**config.mk**
```make
export PLATFORM = sky130hd
export DESIGN_NAME = operand_fetch_flat
export DESIGN_NICKNAME = d
export VERILOG_FILES = /design/src/rtl/operand_fetch_if.sv /design/src/rtl/operand_fetch.sv /design/src/flat_wrapper.sv
export SDC_FILE = /design/constraint.sdc
export NUM_CORES = 2
export LEC_CHECK = 0
export ABC_CLOCK_PERIOD_IN_PS = 7150
export BUFFER_PORTS_ARGS = -buffer_cell sky130_fd_sc_hd__buf_2
export CORE_MARGIN = 4
export CORE_UTILIZATION = 45
export CTS_CLUSTER_SIZE = 8
export DETAILED_ROUTE_END_ITERATION = 12
export PLACE_DENSITY = 0.61
export SLEW_MARGIN = 20
export SYNTH_ARGS = -nofsm -noshare
export SYNTH_HDL_FRONTEND = slang
export SYNTH_SLANG_ARGS = --single-unit
```
**constraint.sdc**
```tcl
create_clock -name clock -period 7.15 [get_ports clock]
set_clock_uncertainty 0.1 [all_clocks]
set_input_delay 0 -clock clock [delete_from_list [all_inputs] [get_ports clock]]
set_output_delay 0 -clock clock [all_outputs]
set_load 0.01 [all_outputs]
```
**src/rtl/operand_fetch_if.sv**
```systemverilog
// Bus bundle between the upstream decode/control logic and the operand fetch stage.
// The master drives instruction, control, writeback and hazard signals; the slave returns the ID/EX register.
interface operand_fetch_if;
  logic [31:0] instruction;
  logic        valid_in;
  logic        aluSrc;
  logic        regDst;
  logic [1:0]  aluOp;
  logic        regWrite;
  logic [4:0]  writeReg;
  logic [31:0] writeData;
  logic        stall;
  logic        flush;

  logic [31:0] readData1;
  logic [31:0] readData2;
  logic [31:0] saidaMusReg;
  logic [3:0]  aluControlOut;
  logic [4:0]  writeRegOut;
  logic        valid_out;
  logic        illegal;

  modport master (
    output instruction, valid_in, aluSrc, regDst, aluOp,
           regWrite, writeReg, writeData, stall, flush,
    input  readData1, readData2, saidaMusReg, aluControlOut,
           writeRegOut, valid_out, illegal
  );

  modport slave (
    input  instruction, valid_in, aluSrc, regDst, aluOp,
           regWrite, writeReg, writeData, stall, flush,
    output readData1, readData2, saidaMusReg, aluControlOut,
           writeRegOut, valid_out, illegal
  );
endinterface

```
**src/rtl/operand_fetch.sv**
```systemverilog
// Register-read stage: 32x32 register file with write-first bypass, ALU control decode,
// second-operand select and the ID/EX pipeline register with stall/flush handling.
module operand_fetch (
  input  logic           clock,
  input  logic           reset,
  operand_fetch_if.slave bus
);

  logic [31:0] rf_q [32];

  logic [31:0] rd1_q, rd1_d;
  logic [31:0] rd2_q, rd2_d;
  logic [31:0] opb_q, opb_d;
  logic [3:0]  alu_q, alu_d;
  logic [4:0]  wr_q, wr_d;
  logic        valid_q, valid_d;
  logic        ill_q, ill_d;

  logic [4:0]  rs, rt, rd;
  logic [5:0]  funct;
  logic [31:0] imm_ext;
  logic [31:0] rs_val, rt_val;
  logic        wr_en;
  logic [3:0]  alu_dec;
  logic        ill_dec;

  logic unused_opcode;
  assign unused_opcode = ^bus.instruction[31:26];

  assign rs      = bus.instruction[25:21];
  assign rt      = bus.instruction[20:16];
  assign rd      = bus.instruction[15:11];
  assign funct   = bus.instruction[5:0];
  assign imm_ext = {{16{bus.instruction[15]}}, bus.instruction[15:0]};
  assign wr_en   = bus.regWrite && (bus.writeReg != 5'd0);

  // Write-first read: a same-cycle writeback to the addressed register wins over the array.
  always_comb begin
    rs_val = '0;
    rt_val = '0;
    if (rs != 5'd0) rs_val = (wr_en && bus.writeReg == rs) ? bus.writeData : rf_q[rs];
    if (rt != 5'd0) rt_val = (wr_en && bus.writeReg == rt) ? bus.writeData : rf_q[rt];
  end

  always_comb begin
    alu_dec = 4'b1111;
    ill_dec = 1'b1;
    unique case (bus.aluOp)
      2'b00: begin alu_dec = 4'b0010; ill_dec = 1'b0; end
      2'b01: begin alu_dec = 4'b0110; ill_dec = 1'b0; end
      2'b10: begin
        ill_dec = 1'b0;
        case (funct)
          6'b100000: alu_dec = 4'b0010;
          6'b100010: alu_dec = 4'b0110;
          6'b100100: alu_dec = 4'b0000;
          6'b100101: alu_dec = 4'b0001;
          6'b101010: alu_dec = 4'b0111;
          default: begin alu_dec = 4'b1111; ill_dec = 1'b1; end
        endcase
      end
      default: begin alu_dec = 4'b1111; ill_dec = 1'b1; end
    endcase
  end

  // Priority below reset: flush, then stall, then capture; an invalid capture loads as a bubble.
  always_comb begin
    rd1_d   = rd1_q;
    rd2_d   = rd2_q;
    opb_d   = opb_q;
    alu_d   = alu_q;
    wr_d    = wr_q;
    valid_d = valid_q;
    ill_d   = ill_q;
    if (bus.flush) begin
      valid_d = 1'b0;
      alu_d   = 4'b0000;
      ill_d   = 1'b0;
      wr_d    = 5'd0;
    end else if (!bus.stall) begin
      rd1_d = rs_val;
      rd2_d = rt_val;
      opb_d = bus.aluSrc ? imm_ext : rt_val;
      if (bus.valid_in) begin
        valid_d = 1'b1;
        alu_d   = alu_dec;
        ill_d   = ill_dec;
        wr_d    = bus.regDst ? rd : rt;
      end else begin
        valid_d = 1'b0;
        alu_d   = 4'b0000;
        ill_d   = 1'b0;
        wr_d    = 5'd0;
      end
    end
  end

  always_ff @(posedge clock) begin
    if (reset) begin
      for (int i = 0; i < 32; i++) rf_q[i] <= '0;
      rd1_q   <= '0;
      rd2_q   <= '0;
      opb_q   <= '0;
      alu_q   <= '0;
      wr_q    <= '0;
      valid_q <= 1'b0;
      ill_q   <= 1'b0;
    end else begin
      if (wr_en) rf_q[bus.writeReg] <= bus.writeData;
      rd1_q   <= rd1_d;
      rd2_q   <= rd2_d;
      opb_q   <= opb_d;
      alu_q   <= alu_d;
      wr_q    <= wr_d;
      valid_q <= valid_d;
      ill_q   <= ill_d;
    end
  end

  assign bus.readData1     = rd1_q;
  assign bus.readData2     = rd2_q;
  assign bus.saidaMusReg   = opb_q;
  assign bus.aluControlOut = alu_q;
  assign bus.writeRegOut   = wr_q;
  assign bus.valid_out     = valid_q;
  assign bus.illegal       = ill_q;

endmodule

```
**src/flat_wrapper.sv**
```systemverilog
// flat-port wrapper written by rule: the top's interface ports become plain ports
module operand_fetch_flat 
  (clock, reset, bus_instruction, bus_valid_in, bus_aluSrc, bus_regDst, bus_aluOp, bus_regWrite, bus_writeReg, bus_writeData, bus_stall, bus_flush, bus_readData1, bus_readData2, bus_saidaMusReg, bus_aluControlOut, bus_writeRegOut, bus_valid_out, bus_illegal);
  operand_fetch_if bus_i ();
  input  logic clock;
  input  logic reset;
  input wire logic [$bits(bus_i.instruction)-1:0] bus_instruction;
  input wire logic [$bits(bus_i.valid_in)-1:0] bus_valid_in;
  input wire logic [$bits(bus_i.aluSrc)-1:0] bus_aluSrc;
  input wire logic [$bits(bus_i.regDst)-1:0] bus_regDst;
  input wire logic [$bits(bus_i.aluOp)-1:0] bus_aluOp;
  input wire logic [$bits(bus_i.regWrite)-1:0] bus_regWrite;
  input wire logic [$bits(bus_i.writeReg)-1:0] bus_writeReg;
  input wire logic [$bits(bus_i.writeData)-1:0] bus_writeData;
  input wire logic [$bits(bus_i.stall)-1:0] bus_stall;
  input wire logic [$bits(bus_i.flush)-1:0] bus_flush;
  output wire logic [$bits(bus_i.readData1)-1:0] bus_readData1;
  output wire logic [$bits(bus_i.readData2)-1:0] bus_readData2;
  output wire logic [$bits(bus_i.saidaMusReg)-1:0] bus_saidaMusReg;
  output wire logic [$bits(bus_i.aluControlOut)-1:0] bus_aluControlOut;
  output wire logic [$bits(bus_i.writeRegOut)-1:0] bus_writeRegOut;
  output wire logic [$bits(bus_i.valid_out)-1:0] bus_valid_out;
  output wire logic [$bits(bus_i.illegal)-1:0] bus_illegal;
  assign bus_i.instruction = bus_instruction;
  assign bus_i.valid_in = bus_valid_in;
  assign bus_i.aluSrc = bus_aluSrc;
  assign bus_i.regDst = bus_regDst;
  assign bus_i.aluOp = bus_aluOp;
  assign bus_i.regWrite = bus_regWrite;
  assign bus_i.writeReg = bus_writeReg;
  assign bus_i.writeData = bus_writeData;
  assign bus_i.stall = bus_stall;
  assign bus_i.flush = bus_flush;
  assign bus_readData1 = bus_i.readData1;
  assign bus_readData2 = bus_i.readData2;
  assign bus_saidaMusReg = bus_i.saidaMusReg;
  assign bus_aluControlOut = bus_i.aluControlOut;
  assign bus_writeRegOut = bus_i.writeRegOut;
  assign bus_valid_out = bus_i.valid_out;
  assign bus_illegal = bus_i.illegal;
  operand_fetch u_core (.clock(clock), .reset(reset), .bus(bus_i));
endmodule
```
==> flow_metrics.env <==
export IMPL_hold_path_class="in -> reg"
export IMPL_postSynth_topFlopCell="edfxtp_1"
export IMPL_worst_endpoint_arrival_ns=4.10
export IMPL_die_x_um=370
export IMPL_final_antenna_net_count=0
export IMPL_violation_count_after_the_first_detailed_routing_iteration=5403
export IMPL_design_core_area_um2=130000
export IMPL_synth_avg_cell_area_um2=14.5
export IMPL_vdd_ir_drop_max_mv=0.269
export IMPL_layout_common_cells="1024 x edfxtp_1, 998 x and2_1, 461 x mux4_2"
export IMPL_synth_async_sr_flop_share=0
export IMPL_clock_sinks=1131
export IMPL_grt_total_usage=0.302
export IMPL_area_growth_synth_to_final_pct=13.9
export IMPL_grt_start_max_net_pins=102
export IMPL_timing_final_setup_violations=0
export IMPL_clock_tree_from_tritoncts="built"
export IMPL_wire_per_inst_um=34.5
export IMPL_final_core_util=0.518
export IMPL_place_gp_congestion=0.850
export IMPL_fmax_ghz=0.284
export IMPL_endpoint_class_of_the_critical_path="flop"
export IMPL_synth_yosys_warnings=0
export IMPL_remaining_drc_errors=0
export IMPL_initial_core_util=0.455
export IMPL_design_final_nets=4286
export IMPL_syn_inst=4061
export IMPL_filler_cell_count=10700
export IMPL_max_slew_margin=0.201
export IMPL_grt_overflow_total=0
export IMPL_drt_vias_per_instance=6.49
export IMPL_final_min_period_over_clock_period=0.493
export IMPL_worstMarginPinSlew_ns=1.20
export IMPL_start_kind="input pin"
export IMPL_layout_drive_gt1_share=0.259
export IMPL_cts_inserted_buffers=159
export IMPL_place_area_um2=61800
export IMPL_seq_area_frac_synth=0.557
export IMPL_worstSkewPairLatency_ns=0.78
export IMPL_std_cell_rows=132
export IMPL_first_pass_grt_wire_length_um=291000
export IMPL_synthDistinctLibCells=68
export IMPL_syn_cell_area_um2=59100
export IMPL_ctsHtreeMaxLevel=4
export IMPL_cp_max_fo=44
export IMPL_power_static_leakage_uw=0.0235
export IMPL_hpwl_um=121000
export IMPL_power_density_nw_per_um2=249
export IMPL_run_status="completed"
export IMPL_clock_tree_root_cell="clkbuf_16"
export IMPL_clk_path_buf_depth=3
export IMPL_count_of_state_elements_after_synthesis=1131
export IMPL_port_buffers=179
export IMPL_cts_repair_resize_count=0
export IMPL_die_area_um2=137000
export IMPL_dr_total_vias=39200
export IMPL_rsz0062_at_grt="no"
export IMPL_routed_wl_um=208000
export IMPL_design_portCount=186
export IMPL_cts_reportedPaths_clkPinSlew_ns=0.06
export IMPL_initial_antenna_violation_count=15
export IMPL_fin_tns_setup_ns=0
export IMPL_synth_edff_count=1024
export IMPL_postLayoutCellArea_um2=67300
export IMPL_cp_data_required_time_ns=7.72
export IMPL_holdBufCountCts=96
export IMPL_post_cts_repair_setup_buffers=0
export IMPL_first_global_vias=38400
export IMPL_drt_pass1_iter_count=6
export IMPL_timing_final_max_slew_violations=0
export IMPL_floorplan_die_height_um=370
export IMPL_mostFrequentLayoutCell="edfxtp_1"
export IMPL_max_cap_violations=0
export IMPL_critPathKind="in -> reg"
export IMPL_min_period_ns=3.52
export IMPL_hold_violations=0
## routing by layer
layer / GRT usage / vias up / routed length (µm)
met5: 0 / - / 81
met4: 0.107 / 12 / 7380
met3: 0.0959 / 395 / 26500
met2: 0.450 / 2529 / 93100
met1: 0.417 / 20400 / 81100
li1: - / 15900 / -
## report_power, final
part | internal, µW | total [µW] | leakage [µW] | switching [µW]
logic | 768 | 1910 | 0.0107 | 1150
registers | 7590 | 7780 | 0.0106 | 194
clock network | 4240 | 7050 | 0.00218 | 2810
total | 12600 | 16700 | 0.0235 | 4150
## final cells by class
cell class                 instances  area (µm²)  share of cell area
antenna                            8        20.0            0.000298
clock buffer                     240        4470              0.0665
clock inverter                     5        47.5            0.000707
inverter                           3        11.3            0.000167
multi-input combinational       2527       24800               0.369
sequential                      1131       32900               0.489
tap                             1742        2180              0.0324
timing repair buffer             385        2830              0.0420
## logic make-up (layout without fill, tap and decap cells)
kind of cell	Yosys count	in the layout	share of synthesized area
XOR/XNOR	10	10	0.00148
other	1	40	0.0000635
buffers and inverters	434	633	0.0338
AND/OR/NAND/NOR	1310	1310	0.131
flip-flops	1131	1131	0.557
AO/OA/AOI/OAI	480	480	0.0599
multiplexers	695	695	0.217
## critical path, cell delays in order
cell and delay (ns):
dlygate4sd3_1 0.54, clkbuf_8 0.49, xor2_1 0.14, nor3_1 0.67, a311oi_4 0.17, dlygate4sd3_1 0.64, o211ai_1 0.11, dlygate4sd3_1 0.59
nand3_1 0.08, dlygate4sd3_1 0.57
## synthesized netlist by cell type, drive strengths merged (2+ instances only)
cell type / instances / share of area
or3: 20 / 0.0021
inv: 3 / 0.00019
o31ai: 8 / 0.0011
o21a: 2 / 0.00025
mux4: 461 / 0.18
a2111oi: 17 / 0.0042
o22ai: 70 / 0.0074
a22oi: 90 / 0.011
mux2: 77 / 0.015
buf: 135 / 0.015
a22o: 22 / 0.0033
a21oi: 47 / 0.0040
a31oi: 8 / 0.00085
a21o: 7 / 0.00089
o221ai: 24 / 0.0037
edfxtp: 1024 / 0.52
and2: 999 / 0.11
or2: 3 / 0.00032
a221o: 13 / 0.0022
a211oi: 18 / 0.0023
nor2b: 7 / 0.00074
nor4: 7 / 0.00085
nand3: 45 / 0.0039
nor3: 5 / 0.00042
nor2: 79 / 0.0051
xor2: 5 / 0.00074
a2bb2oi: 4 / 0.00059
a31o: 3 / 0.00044
dfxtp: 107 / 0.036
and3: 4 / 0.00042
o211ai: 70 / 0.0089
nand2: 109 / 0.0069
o22a: 4 / 0.00059
o21ai: 53 / 0.0045
a211o: 7 / 0.0010
nand3b: 15 / 0.0020
clkbuf: 296 / 0.019
o2bb2ai: 6 / 0.00089
nand2b: 4 / 0.00042
o31a: 3 / 0.00044
xnor2: 5 / 0.00074
mux2i: 157 / 0.027
or3b: 10 / 0.0015
## registers in the layout (all words and copies together) (netlist names)
| register | cells |
|---|---|
| u_core.bus.aluControlOut | 4 |
| u_core.bus.readData2 | 32 |
| u_core.bus.valid_out | 1 |
| u_core.bus.writeRegOut | 5 |
| u_core.bus.saidaMusReg | 32 |
| u_core.bus.readData1 | 32 |
| u_core.bus.illegal | 1 |
| u_core.rf_q | 1024 |
## per-stage QoR
stage	hold slack (ns)	cells	setup WS (ns)	power, µW
CTS	0.0307	6033	3.80	16800
floorplan	0.0315	4092	3.30	9010
global route	0.0900	6034	3.58	17200
global placement	0.219	5692	3.58	9710
finish	0.0851	6041	3.63	16700
detailed placement	0.227	5692	3.59	9730
## path summary, 6_finish.rpt
path                                                   end                startpoint  cells after the start  slack [ns]
worst max-delay path              u_core.bus.readData1[31]       bus_instruction[22]                     10        3.63
worst min register to register    u_core.bus.readData1[25]  u_core.bus.readData1[25]                      2        0.39
worst min-delay path            u_core.bus.saidaMusReg[13]                bus_aluSrc                      6        0.09
worst max register to register    u_core.bus.readData1[31]        u_core.rf_q[1][31]                      6        4.39
No activity file was read; power rests on OpenSTA's default activity.
